===== config.mk =====
export PLATFORM = sky130hd
export DESIGN_NAME = rslatch_bank
export DESIGN_NICKNAME = d
export VERILOG_FILES = /design/src/rtl/rslatch_bank.sv
export SDC_FILE = /design/constraint.sdc
export NUM_CORES = 1
export LEC_CHECK = 0
export ABC_CLOCK_PERIOD_IN_PS = 3750
export CAP_MARGIN = 20
export CORE_UTILIZATION = 45
export CTS_BUF_LIST = sky130_fd_sc_hd__clkbuf_4 sky130_fd_sc_hd__clkbuf_8
export DETAILED_ROUTE_END_ITERATION = 16
export PLACE_DENSITY = 0.85
export SLEW_MARGIN = 20
export SYNTH_ARGS = -nofsm -noshare
export SYNTH_HDL_FRONTEND = slang
export SYNTH_SLANG_ARGS = --single-unit

===== constraint.sdc =====
create_clock -name clk -period 3.75 [get_ports clk]
set_input_delay 0.9375 -clock clk [delete_from_list [all_inputs] [get_ports clk]]
set_output_delay 0.9375 -clock clk [all_outputs]
set_load 0.01 [all_outputs]

===== src/rtl/rslatch_bank.sv =====
// Bank of N clocked RS latch channels with a configurable conflict policy,
// sticky conflict flags, a saturating conflict counter and an arm/decide window.

module rslatch_lane #(
    parameter int MODE = 0
) (
    input  logic clk,
    input  logic rst,
    input  logic i_s,
    input  logic i_r,
    input  logic i_clr_err,
    output logic o_q,
    output logic o_qb,
    output logic o_err,
    output logic o_conflict,
    output logic o_wr
);
    logic r_q, r_qb, r_err;
    logic w_q_nxt, w_qb_nxt;

    assign o_conflict = i_s & i_r;
    assign o_wr       = i_s | i_r;

    // Code is {set-line, reset-line}: 01 sets, 10 resets, 11 is the conflict.
    always_comb begin
        w_q_nxt  = r_q;
        w_qb_nxt = r_qb;
        case ({i_s, i_r})
            2'b01: begin w_q_nxt = 1'b1; w_qb_nxt = 1'b0; end
            2'b10: begin w_q_nxt = 1'b0; w_qb_nxt = 1'b1; end
            2'b11: begin
                case (MODE)
                    0:       begin w_q_nxt = 1'b1; w_qb_nxt = 1'b0; end
                    1:       begin w_q_nxt = 1'b0; w_qb_nxt = 1'b1; end
                    2:       begin w_q_nxt = r_q;  w_qb_nxt = r_qb; end
                    default: begin w_q_nxt = 1'b1; w_qb_nxt = 1'b1; end
                endcase
            end
            default: begin w_q_nxt = r_q; w_qb_nxt = r_qb; end
        endcase
    end

    // A conflict in the same cycle as clr_err wins so the event is not lost.
    always_ff @(posedge clk) begin
        if (rst) begin
            r_q   <= 1'b0;
            r_qb  <= 1'b1;
            r_err <= 1'b0;
        end else begin
            r_q  <= w_q_nxt;
            r_qb <= w_qb_nxt;
            if (o_conflict)
                r_err <= 1'b1;
            else if (i_clr_err)
                r_err <= 1'b0;
        end
    end

    assign o_q   = r_q;
    assign o_qb  = r_qb;
    assign o_err = r_err;
endmodule

module rslatch_bank #(
    parameter int N     = 4,
    parameter int MODE  = 0,
    parameter int CNT_W = 8
) (
    input  logic             clk,
    input  logic             rst,
    input  logic [N-1:0]     setb,
    input  logic [N-1:0]     resetb,
    input  logic             arm,
    input  logic             clr_err,
    output logic [N-1:0]     q,
    output logic [N-1:0]     qb,
    output logic [N-1:0]     err,
    output logic [CNT_W-1:0] conflict_cnt,
    output logic             dec_vld
);
    localparam int SW = ((CNT_W > 6) ? CNT_W : 6) + 1;
    localparam logic [CNT_W-1:0] CNT_MAX = '1;

    typedef enum logic [1:0] {S_IDLE, S_WAIT, S_DONE} state_t;

    logic [N-1:0]     w_conf, w_wr;
    logic [5:0]       w_pop;
    logic [SW-1:0]    w_sum;
    logic [CNT_W-1:0] w_cnt_nxt;
    logic [CNT_W-1:0] r_cnt;
    logic [N-1:0]     r_mask, w_mask_nxt;
    logic             w_all;
    state_t           r_state, w_state_nxt;

    for (genvar i = 0; i < N; i++) begin : g_lane
        rslatch_lane #(.MODE(MODE)) u_lane (
            .clk       (clk),
            .rst       (rst),
            .i_s       (setb[i]),
            .i_r       (resetb[i]),
            .i_clr_err (clr_err),
            .o_q       (q[i]),
            .o_qb      (qb[i]),
            .o_err     (err[i]),
            .o_conflict(w_conf[i]),
            .o_wr      (w_wr[i])
        );
    end

    always_comb begin
        w_pop = '0;
        for (int i = 0; i < N; i++)
            w_pop = w_pop + 6'(w_conf[i]);
    end

    // clr_err restarts the count from this cycle's conflicts instead of zero.
    always_comb begin
        w_sum = clr_err ? SW'(w_pop) : SW'(r_cnt) + SW'(w_pop);
        if (w_sum > SW'(CNT_MAX))
            w_cnt_nxt = CNT_MAX;
        else
            w_cnt_nxt = w_sum[CNT_W-1:0];
    end

    always_ff @(posedge clk) begin
        if (rst)
            r_cnt <= '0;
        else
            r_cnt <= w_cnt_nxt;
    end

    assign conflict_cnt = r_cnt;

    // The arm cycle's own writes count toward the window that arm opens.
    always_comb begin
        w_mask_nxt = r_mask;
        if (arm)
            w_mask_nxt = w_wr;
        else if (r_state == S_WAIT)
            w_mask_nxt = r_mask | w_wr;
    end

    assign w_all = &w_mask_nxt;

    always_ff @(posedge clk) begin
        if (rst) begin
            r_state <= S_IDLE;
            r_mask  <= '0;
        end else begin
            r_state <= w_state_nxt;
            r_mask  <= w_mask_nxt;
        end
    end

    always_comb begin
        w_state_nxt = r_state;
        case (r_state)
            S_IDLE:  if (arm) w_state_nxt = w_all ? S_DONE : S_WAIT;
            S_WAIT:  w_state_nxt = w_all ? S_DONE : S_WAIT;
            S_DONE:  w_state_nxt = arm ? (w_all ? S_DONE : S_WAIT) : S_IDLE;
            default: w_state_nxt = S_IDLE;
        endcase
    end

    always_comb begin
        dec_vld = (r_state == S_DONE);
    end
endmodule


==> out/qor.csv <==
metric;value;unit
Area growth syn-to-layout;31.01;%
Compound-Gate Fraction of Synth Area;17.15;%
area taken by multi-input logic gates;620.6;um2
post-synthesis sequential area ratio;40.31;%
Detail Placement HPWL;2188;um
Placement Rows;19;
post-synth cell types;35;
Hold Path Class;reg -> reg;
postcts setup bufs;0;
Max Cap Viol;0;
multiplexer area fraction after synthesis;0;%
Remaining DRCs;0;
Final period util;94.58;%
largest net degree at the start of global routing;23;
DP Area;1639;um2
total wire length;2751;um
Post-synth EDFFs;0;
drt via density;5.227;
DIE HEIGHT;55.57;um
CTS Buf Count;3;
Tmin final;3.547;ns
top-count cell post-synth;dfxtp_1;
Final nets;200;
Core ar.;2734;um2
CTS-repair resized insts;0;
Max VDD drop;0.2007;mV
Post-CTS Hold Fix Bufs;0;
drt pass-1 iters;4;
Post-Synthesis Net Count;165;
CTS max path bufs;2;
total power;0.6279;mW
Final Slew Violations;0;
CP Max Fanout;2;
Slew HR;81.56;%
simple-gate portion of the synthesized area;20.93;%
xor and xnor area share after synthesis;2.035;%
Hold Path Depth;2;
leakage power;0.7211;nW
RSZ-0062 raised after global routing;false;
Yosys reg bits;26;
global-route wire length before repair;4726;um
routability cong.;0.8686;
primary flip-flop cell chosen by synthesis mapping;dfxtp_1;
r2r worst-path depth;7;
number of DRC markers in iteration 0;10;
PD cells;371.2;nW/um2
largest family of logic cells by synthesized area;simple AND/OR/NAND/NOR gates;
Post-synth top cells;dfxtp_1, nor2_1, buf_4, inv_1, a21oi_1;
yosys synthesis warning count;0;
Worst Tran Pin Value;0.2762;ns
initial antenna violation count;0;
vias;1103;
Worst EP arrival;3.79;ns
CTS clk-pin slew, worst paths;0.16;ns
Post-synth ARST share;0;%
clock root buffer;clkbuf_4;
dpl ws;-0.1685;ns
Mapped Avg Cell Area;8.844;um2
top post-synthesis cells by area;dfxtp_1, buf_4, nor2_1;
CTS tree;yes;
Synth Cell Area;1291;um2
ANT cells;0;
Synth top area share;40.31;%
Synth Area in Adders;7.946;%
outcome;finished clean;
synthesized instance count;146;
fin area;1692;um2
Die Span X;55.57;um
clk_skew;0.01311;ns
port buffer count;32;
gr usage total;18.91;%
Die ar.;3087;um2
io pins;33;
CTS HTree Levels;1;
worst path required time;4.00;ns
setup TNS;0;ns
endpoint class of the critical path;flop;
CTS sink count;26;
Initial Util;47.23;%
Worst Setup Path Type;in -> reg;
GRT Residual Overflow;0;
Synth area leader;dfxtp_1;
fraction of layout cells with a size suffix above 1;13.33;%
Filler cells;238;
post-route ant nets;0;
# setup viols final;0;
wire length per cell;13.04;um
f_max;0.2819;GHz
vias in the first global route;1136;
Startpoint Class;primary input;
final setup margin;0.2032;ns
Final Hold Vio Count;0;
Register Area;520.5;um2
Clock Latency Late Sink;0.33;ns
## critical path: stages
cell and delay (ns):
clkdlybuf4s50_1 0.48, nand2_1 0.11, fa_1 0.55, inv_1 0.04, ha_1 0.17, ha_1 0.29, inv_1 0.05, fa_1 0.41
nand2b_2 0.21, a21oi_2 0.17, nor2_1 0.06, a2111oi_2 0.32
## per-stage QoR
step | instances | hold slack [ns] | util, %
2_1_floorplan | 146 | 0.4367 | -
3_3_place_gp | 207 | 0.4479 | 59.95
3_5_place_dp | 207 | 0.4596 | 59.95
4_1_cts | 211 | 0.4781 | 61.88
5_1_grt | 211 | 0.4935 | 61.88
6_report | 211 | 0.4772 | 61.88
## flip-flops by register name, indices dropped and copies added (netlist names)
name / count
g_lane.u_lane.o_q: 4
r_state: 2
r_mask: 4
g_lane.u_lane.o_qb: 4
conflict_cnt: 8
g_lane.u_lane.o_err: 4
## area by class of cell
class | instances | share of cell area [%]
inverter | 13 | 2.885
clock buffer | 3 | 1.331
timing repair buffer | 44 | 24.26
tap | 31 | 2.293
clock inverter | 1 | 1.775
multi-input combinational | 93 | 36.69
sequential | 26 | 30.77
## routing by layer
layer  track usage, %  part of all wire [%]
met2            32.70                    50
met3            2.810                   3.3
met5                0                     0
met1            24.14                    45
met4            6.071                  0.95
## final timing paths
path,startpoint,to,slack (ns)
max reg2reg,conflict_cnt[0],conflict_cnt[6],1.94
max,resetb[1],conflict_cnt[6],0.20
min reg2reg,g_lane[1].u_lane.o_err,g_lane[1].u_lane.o_err,0.48
min,g_lane[1].u_lane.o_err,g_lane[1].u_lane.o_err,0.48
## cell usage in the layout, fill, tap and decap left out, types with 2 or more instances in the layout
master,count
nor2b_1,8
dfxtp_1,26
clkdlybuf4s50_1,32
o2bb2ai_1,2
o21bai_1,4
inv_1,13
a21boi_0,2
ha_1,5
or2_2,2
a311oi_1,2
and2_1,2
nand4_1,2
nand2b_1,2
nand2_1,8
clkbuf_4,3
a21oi_1,12
o21ai_0,2
xor2_1,3
buf_4,12
fa_1,2
nor2_1,19
a41oi_1,2
## cell families after synthesis
kind of cell               count (synthesis)
xor gates and xnor gates                   3
AOI/OAI and AO/OA                         32
buffers and inverters                     27
DFF                                       26
adders and majority gates                  7
and+or+nand+nor                           51
## report_power, final
| group | switching, mW | total [mW] | internal (mW) |
|---|---|---|---|
| clock | 0.0887 | 0.197 | 0.108 |
| combinational | 0.0583 | 0.128 | 0.0702 |
| sequential | 0.00884 | 0.303 | 0.294 |
Power figures use the tool's default switching activity.
